## src/rtl/openofdm_rx_word_packer.sv

```systemverilog
// Packs the OFDM receiver byte stream into 64-bit words framed as header / payload / status,
// buffered in a first-word-fall-through FIFO with one slot held back for status words.
module openofdm_rx_word_packer #(
   parameter int RSSI_HALF_DB_WIDTH = 11,
   parameter int FIFO_DEPTH_LOG2    = 4
) (
   input  logic                                 clk,
   input  logic                                 rstn,
   input  logic signed [RSSI_HALF_DB_WIDTH-1:0] rssi_half_db,
   input  logic                                 pkt_header_valid,
   input  logic                                 pkt_header_valid_strobe,
   input  logic                                 ht_unsupport,
   input  logic        [7:0]                    pkt_rate,
   input  logic        [15:0]                   pkt_len,
   input  logic                                 ht_aggr,
   input  logic                                 ht_aggr_last,
   input  logic                                 ht_sgi,
   input  logic                                 byte_out_strobe,
   input  logic        [7:0]                    byte_out,
   input  logic                                 fcs_out_strobe,
   input  logic                                 fcs_ok,
   output logic        [63:0]                   m_axis_tdata,
   output logic                                 m_axis_tvalid,
   input  logic                                 m_axis_tready,
   output logic                                 m_axis_tlast,
   output logic                                 busy,
   output logic        [15:0]                   pkt_drop_cnt
);

   localparam int AW    = FIFO_DEPTH_LOG2;
   localparam int DEPTH = 1 << AW;
   localparam logic [AW:0] FULL_C = {1'b1, {AW{1'b0}}};
   localparam logic [AW:0] RESV_C = {1'b0, {AW{1'b1}}};

   typedef enum logic [2:0] {
      IDLE    = 3'd0,
      HDR     = 3'd1,
      PAYLOAD = 3'd2,
      FLUSH   = 3'd3,
      STATUS  = 3'd4
   } state_t;

   typedef struct packed {
      logic [15:0] len;
      logic [7:0]  rate;
      logic [15:0] rssi;
      logic        sgi;
      logic        aggr_last;
      logic        aggr;
      logic        unsup;
   } hdr_t;

   localparam hdr_t HDR_ZERO_C = '{len: 16'd0, rate: 8'd0, rssi: 16'd0, sgi: 1'b0,
                                   aggr_last: 1'b0, aggr: 1'b0, unsup: 1'b0};

   state_t        state_r;
   hdr_t          hdr_r;
   hdr_t          pend_r;
   hdr_t          hdr_in_s;
   logic          pend_v_r;
   logic [63:0]   word_r;
   logic [2:0]    lane_r;
   logic          full_r;
   logic [15:0]   byte_cnt_r;
   logic          fcs_r;
   logic          aborted_r;
   logic          ovf_r;
   logic [15:0]   drop_cnt_r;
   logic          busy_r;
   logic          hdr_hit_s;
   logic          start_s;

   logic          wr_req_s;
   logic          wr_status_s;
   logic [64:0]   wr_data_s;
   logic          wr_ok_s;
   logic          refuse_s;

   logic [64:0]   mem_r [DEPTH];
   logic [AW-1:0] wr_ptr_r;
   logic [AW-1:0] rd_ptr_r;
   logic [AW-1:0] rd_ptr_nxt_s;
   logic [AW:0]   count_r;
   logic [AW:0]   occ_s;
   logic [AW:0]   cnt_nxt_s;
   logic          rd_fire_s;
   logic [64:0]   out_r;
   logic          tvalid_r;

   assign m_axis_tdata  = out_r[63:0];
   assign m_axis_tlast  = out_r[64];
   assign m_axis_tvalid = tvalid_r;
   assign busy          = busy_r;
   assign pkt_drop_cnt  = drop_cnt_r;

   // Header inputs as they would be latched this cycle; the sized cast sign-extends RSSI.
   always_comb begin
      hdr_in_s.len       = pkt_len;
      hdr_in_s.rate      = pkt_rate;
      hdr_in_s.rssi      = 16'(rssi_half_db);
      hdr_in_s.sgi       = ht_sgi;
      hdr_in_s.aggr_last = ht_aggr_last;
      hdr_in_s.aggr      = ht_aggr;
      hdr_in_s.unsup     = ht_unsupport;
   end

   // Packet start: a fresh header in IDLE, or a new/pending header when STATUS completes.
   always_comb begin
      hdr_hit_s = pkt_header_valid_strobe & pkt_header_valid;
      if (state_r == IDLE) begin
         start_s = hdr_hit_s;
      end else if (state_r == STATUS) begin
         start_s = hdr_hit_s | pend_v_r;
      end else begin
         start_s = 1'b0;
      end
   end

   // FIFO write request for the current state (at most one word per cycle).
   always_comb begin
      wr_req_s    = 1'b0;
      wr_status_s = 1'b0;
      wr_data_s   = 65'd0;
      case (state_r)
         HDR: begin
            wr_req_s  = 1'b1;
            wr_data_s = {1'b0, hdr_r.len, hdr_r.rate, 4'd0, hdr_r.sgi, hdr_r.aggr_last,
                         hdr_r.aggr, hdr_r.unsup, hdr_r.rssi, 16'hA5A5};
         end
         PAYLOAD: begin
            if (full_r) begin
               wr_req_s  = 1'b1;
               wr_data_s = {1'b0, word_r};
            end else begin
               wr_req_s  = 1'b0;
            end
         end
         FLUSH: begin
            if (full_r || (lane_r != 3'd0)) begin
               wr_req_s  = 1'b1;
               wr_data_s = {1'b0, word_r};
            end else begin
               wr_req_s  = 1'b0;
            end
         end
         STATUS: begin
            wr_req_s    = 1'b1;
            wr_status_s = 1'b1;
            wr_data_s   = {1'b1, byte_cnt_r, 45'd0, aborted_r, ovf_r, fcs_r & ~aborted_r};
         end
         default: begin
            wr_req_s = 1'b0;
         end
      endcase
   end

   // Admission: occupancy after this cycle's read; non-status words must leave one slot free.
   always_comb begin
      rd_fire_s    = tvalid_r & m_axis_tready;
      occ_s        = count_r - (AW+1)'(rd_fire_s);
      rd_ptr_nxt_s = rd_ptr_r + AW'(rd_fire_s);
      if (wr_status_s) begin
         wr_ok_s = wr_req_s & (occ_s < FULL_C);
      end else begin
         wr_ok_s = wr_req_s & (occ_s < RESV_C);
      end
      refuse_s  = wr_req_s & ~wr_ok_s;
      cnt_nxt_s = occ_s + (AW+1)'(wr_ok_s);
   end

   // FIFO storage.
   always_ff @(posedge clk) begin
      if (wr_ok_s) begin
         mem_r[wr_ptr_r] <= wr_data_s;
      end
   end

   // FIFO pointers and registered head-of-queue output.
   always_ff @(posedge clk) begin
      if (!rstn) begin
         wr_ptr_r <= {AW{1'b0}};
         rd_ptr_r <= {AW{1'b0}};
         count_r  <= {(AW+1){1'b0}};
         out_r    <= 65'd0;
         tvalid_r <= 1'b0;
      end else begin
         if (wr_ok_s) begin
            wr_ptr_r <= wr_ptr_r + AW'(1);
         end
         rd_ptr_r <= rd_ptr_nxt_s;
         count_r  <= cnt_nxt_s;
         tvalid_r <= (cnt_nxt_s != {(AW+1){1'b0}});
         // A word written into an empty (or just-emptied) FIFO bypasses straight to the head.
         if (occ_s != {(AW+1){1'b0}}) begin
            out_r <= mem_r[rd_ptr_nxt_s];
         end else if (wr_ok_s) begin
            out_r <= wr_data_s;
         end else begin
            out_r <= 65'd0;
         end
      end
   end

   // Framing FSM: byte lanes, per-packet flags, pending header and drop counter.
   always_ff @(posedge clk) begin
      if (!rstn) begin
         state_r    <= IDLE;
         hdr_r      <= HDR_ZERO_C;
         pend_r     <= HDR_ZERO_C;
         pend_v_r   <= 1'b0;
         word_r     <= 64'd0;
         lane_r     <= 3'd0;
         full_r     <= 1'b0;
         byte_cnt_r <= 16'd0;
         fcs_r      <= 1'b0;
         aborted_r  <= 1'b0;
         ovf_r      <= 1'b0;
         drop_cnt_r <= 16'd0;
         busy_r     <= 1'b0;
      end else begin
         full_r <= 1'b0;
         if (refuse_s) begin
            if (wr_status_s) begin
               if (drop_cnt_r != 16'hFFFF) begin
                  drop_cnt_r <= drop_cnt_r + 16'd1;
               end
            end else begin
               ovf_r <= 1'b1;
            end
         end
         if (hdr_hit_s && ((state_r == PAYLOAD) || (state_r == FLUSH))) begin
            pend_r   <= hdr_in_s;
            pend_v_r <= 1'b1;
         end
         if (start_s) begin
            hdr_r      <= hdr_hit_s ? hdr_in_s : pend_r;
            pend_v_r   <= 1'b0;
            byte_cnt_r <= 16'd0;
            ovf_r      <= 1'b0;
            aborted_r  <= 1'b0;
            fcs_r      <= 1'b0;
            lane_r     <= 3'd0;
            word_r     <= 64'd0;
         end
         case (state_r)
            IDLE: begin
               if (start_s) begin
                  state_r <= HDR;
                  busy_r  <= 1'b1;
               end else begin
                  busy_r  <= 1'b0;
               end
            end
            HDR: begin
               state_r <= PAYLOAD;
               busy_r  <= 1'b1;
            end
            PAYLOAD: begin
               if (byte_out_strobe) begin
                  // Lane 0 clears the upper lanes so a later partial word is zero-padded.
                  if (lane_r == 3'd0) begin
                     word_r <= {56'd0, byte_out};
                  end else begin
                     word_r[{lane_r, 3'b000} +: 8] <= byte_out;
                  end
                  full_r     <= (lane_r == 3'd7);
                  lane_r     <= lane_r + 3'd1;
                  byte_cnt_r <= byte_cnt_r + 16'd1;
               end
               if (hdr_hit_s) begin
                  aborted_r <= 1'b1;
                  state_r   <= FLUSH;
               end else if (fcs_out_strobe) begin
                  fcs_r   <= fcs_ok;
                  state_r <= FLUSH;
               end
            end
            FLUSH: begin
               lane_r  <= 3'd0;
               state_r <= STATUS;
            end
            STATUS: begin
               if (start_s) begin
                  state_r <= HDR;
                  busy_r  <= 1'b1;
               end else begin
                  state_r <= IDLE;
                  busy_r  <= 1'b0;
               end
            end
            default: begin
               state_r <= IDLE;
               busy_r  <= 1'b0;
            end
         endcase
      end
   end

endmodule
```

## config.mk

```make
export PLATFORM = sky130hd
export DESIGN_NAME = openofdm_rx_word_packer
export DESIGN_NICKNAME = d
export VERILOG_FILES = /design/src/rtl/openofdm_rx_word_packer.sv
export SDC_FILE = /design/constraint.sdc
export NUM_CORES = 2
export LEC_CHECK = 0
export BUFFER_PORTS_ARGS = -buffer_cell sky130_fd_sc_hd__buf_4
export CAP_MARGIN = 5
export CORE_ASPECT_RATIO = 2
export CORE_MARGIN = 2
export CORE_UTILIZATION = 48
export CTS_BUF_LIST = sky130_fd_sc_hd__clkbuf_8
export CTS_CLUSTER_SIZE = 24
export DETAILED_ROUTE_END_ITERATION = 10
export HOLD_SLACK_MARGIN = 0.03
export REMOVE_ABC_BUFFERS = 1
export SLEW_MARGIN = 20
export SYNTH_ARGS = -nofsm -noshare
export SYNTH_HDL_FRONTEND = slang
export SYNTH_SLANG_ARGS = --single-unit
```

## constraint.sdc

```tcl
create_clock -name clk -period 15.6 [get_ports clk]
set_input_delay 0.78 -clock clk [delete_from_list [all_inputs] [get_ports clk]]
set_output_delay 0.78 -clock clk [all_outputs]
set_load 0.01 [all_outputs]
```

==> summary.md <==
| Metric | Value |
|---|---|
| Num CTS Buffers | `177` |
| Worst-Skew Late Latency | `0.90 ns` |
| Final Max Slew Viols | `0` |
| Status | `complete, no violations` |
| Worst R2R Start | `lane_r[0]` |
| Multi-input gate area | `0.0131 sq mm` |
| Crit path from | `lane_r[0]` |
| Mean Syn Cell Area | `16.2 sq um` |
| Lkg Pwr | `18.6 nW` |
| Commonest non-fill, non-tap cell in the layout | `edfxtp_1` |
| Fill cell count | `8277` |
| Post-Syn Area | `0.0504 sq mm` |
| Register area | `0.0365 sq mm` |
| Fin Clk Skew | `0.0438 ns` |
| Via/cell ratio | `6.07` |
| Crit path capture type | `flip-flop` |
| CP endpoint | `mem_r[4][58]` |
| Longest Clk Path Bufs | `3` |
| Count of cells resized by post-cts repair | `0` |
| Pre-CTS WS | `10.57 ns` |
| Relative slew slack | `24.4%` |
| DRC | `0` |
| Leading area contributor after synthesis | `edfxtp_1` |
| Count of final setup violators | `0` |
| Max Cap Viol | `0` |
| GRT Total Usage | `25.6%` |
| Period utilization | `31.4%` |
| Largest net degree at the start of global routing | `141` |
| Maximum vdd drop | `142 uV` |
| Final ANT Viol Nets | `0` |
| R2R Setup Slk | `10.70 ns` |
| Worst min-delay path class | `in -> reg` |
| CTS root buf | `clkbuf_8` |
| Dominant synthesized flop cell | `edfxtp_1` |
| Final Hold Violating Endpoints | `0` |
| Synth unique cells | `70` |
| Power consumption | `8.09 mW` |
| Crit path required time | `16.08 ns` |
| Port bufs | `137` |
| Post-synth EDFFs | `1040` |
| Initial antenna violation count | `7` |
| Site row count | `168` |
| FF-to-FF path depth | `9` |
| R2R Path End | `mem_r[4][58]` |
| # H-tree levels | `4` |
| Sink Count | `1305` |
| Total Nets Final | `3372` |
| Congestion Overflow GR | `0` |
| Synth-to-layout area growth | `12.4%` |
| RSZ-0062 raised after global routing | `false` |
| Crit-path max FO | `39` |
| Critical path type | `reg -> reg` |
| WL final | `136000 um` |
| Mapped Cells | `3119` |
| FF+latch count, synth | `1305` |
| Startpoint types | `flip-flop` |
| Placed cells | `4478` |
| Setup tns final | `0 ns` |
| Top cell type's share of synthesized area | `62.0%` |
| Clock transition at path regs | `0.07 ns` |
| Die Y | `462 um` |
| Async SR Flop Fraction | `0%` |
| Most frequent cells in the layout | `edfxtp_1 (1040), nand2_1 (483), dfxtp_1 (265)` |
| Die Area | `0.108 sq mm` |
| WHS | `0.145 ns` |
| Routability-driven placement congestion ratio | `0.799` |
| CTS tree | `done` |
| Largest cells by area after synthesis | `edfxtp_1 (62%), mux4_2 (12%), dfxtp_1 (11%)` |
| Slew @ Worst Pin | `1.13 ns` |
| Area of the core | `0.104 sq mm` |
| Post-CTS Hold Fix Bufs | `0` |
| Layout cells sized above 1 | `21.8%` |
| Post-DP HPWL | `73300 um` |
| Max Freq | `204 MHz` |
| Initial DRC count | `3086` |
| Starting Density | `48.2%` |
| Final worst setup slack | `10.70 ns` |
| Die width | `233 um` |
| Crit path arrival time | `5.38 ns` |
| Non-filler cells, final | `4813` |
| Vias after detailed routing | `29.2k` |
| Global-route wire length before repair | `199000 um` |
| 1st-pass router iterations | `6` |
| Syn. warnings | `0` |
| Vias in the first global route | `30.2k` |
| P per Cell Area | `143 mW/mm^2` |
| Min cycle time layout | `4.90 ns` |
| Register area share after synthesis | `72.5%` |
| Avg WL per Cell | `28.3 um` |
| Postcts setup bufs | `0` |
| Io pins | `138` |
[cells in the mapped netlist (3+ instances only)]
master	instances
edfxtp_1	1040
nand2_1	485
dfxtp_1	265
mux4_2	260
a21oi_1	227
nor2_1	140
clkbuf_1	106
nand3_1	83
a211o_1	64
buf_2	60
a311oi_1	39
inv_1	35
a31oi_1	28
buf_1	28
a22o_1	23
and2_1	22
ha_1	19
a222oi_1	16
nand4_1	14
nor3_1	14
xnor2_1	14
o21ai_0	13
or3_1	10
mux2i_1	8
nand2b_1	7
and3_1	6
nor2b_1	6
nor4_1	6
xor2_1	6
nor3b_1	5
o211ai_1	5
or4_1	5
a22oi_1	4
o21a_1	4
o31ai_1	4
and4_1	3
nand3b_1	3
or2_2	3
[cell families (layout without fill, tap and decap cells)]
logic type | count (synthesis) | in the layout | synth area share (%)
compound gates | 447 | 447 | 5.89
xor+xnor | 22 | 22 | 0.412
fa+ha+maj | 19 | 19 | 0.472
buf+inv | 234 | 565 | 1.94
flops | 1305 | 1305 | 72.5
mux | 269 | 269 | 11.8
other cells | 0 | 3 | 0
simple gates | 823 | 823 | 7.01
[metal layers]
layer	up-vias	routed length, um	global-route usage [%]
met5	-	57	0
met4	10	3950	8.47
met3	266	9040	4.79
met1	15218	52900	32.8
met2	1239	70000	43.9
li1	12460	-	-
[per-stage QoR]
step / utilization [%] / cell area (sq um)
final: 54.2 / 56600
after global routing: 54.2 / 56600
after CTS: 54.2 / 56600
after detailed placement: 50.7 / 53000
after global placement: 50.7 / 53000
after floorplan: - / 49600
[registers in the layout, summed over array words and instances (netlist names)]
name and flops:
ovf_r 1, byte_cnt_r 16, pend_v_r 1, count_r 5, wr_ptr_r 4, fcs_r 1, rd_ptr_r 4, m_axis_tvalid 1
pkt_drop_cnt 16, aborted_r 1, out_r 65, state_r 3, hdr_r 39, full_r 1, word_r 64, lane_r 3
pend_r 39, mem_r 1040, busy 1
[worst min-delay path by stage]
| stage | start | endpoint | slack, ns | cells after the start |
|---|---|---|---|---|
| floorplan | pend_r[0] | pend_r[0] | 0.44 | 2 |
| global placement | pend_r[33] | pend_r[33] | 0.44 | 2 |
| detailed placement | pend_r[22] | pend_r[22] | 0.45 | 2 |
| CTS | pkt_len[5] | pend_r[33] | 0.06 | 3 |
| global route | rssi_half_db[3] | pend_r[7] | 0.1 | 3 |
| finish | rssi_half_db[3] | pend_r[7] | 0.14 | 3 |
[area by class of cell]
cell class	instances	share of cell area [%]
Timing Repair Buffer	197	2.71
Sequential cell	1305	64.5
Tap cell	1360	3.00
Clock inverter	127	1.38
Multi-Input combinational cell	1580	23.2
Inverter	37	0.250
Antenna cell	3	0.0133
Clock buffer	204	4.96
[critical path: stages, from the launching register on]
cell	delay, ns
dfxtp_1	0.60
inv_1	0.14
ha_1	0.23
ha_1	0.34
a21boi_0	0.23
o21bai_1	0.23
a221oi_4	0.58
nand2_1	0.36
nor2_4	0.90
buf_4	0.81
[report_power, final]
| part | internal [mW] | switching [mW] |
|---|---|---|
| logic | 0.705 | 0.825 |
| clock network | 1.32 | 1.31 |
| registers | 3.87 | 0.0662 |
Note: power is estimated with default switching activity, not from simulation.
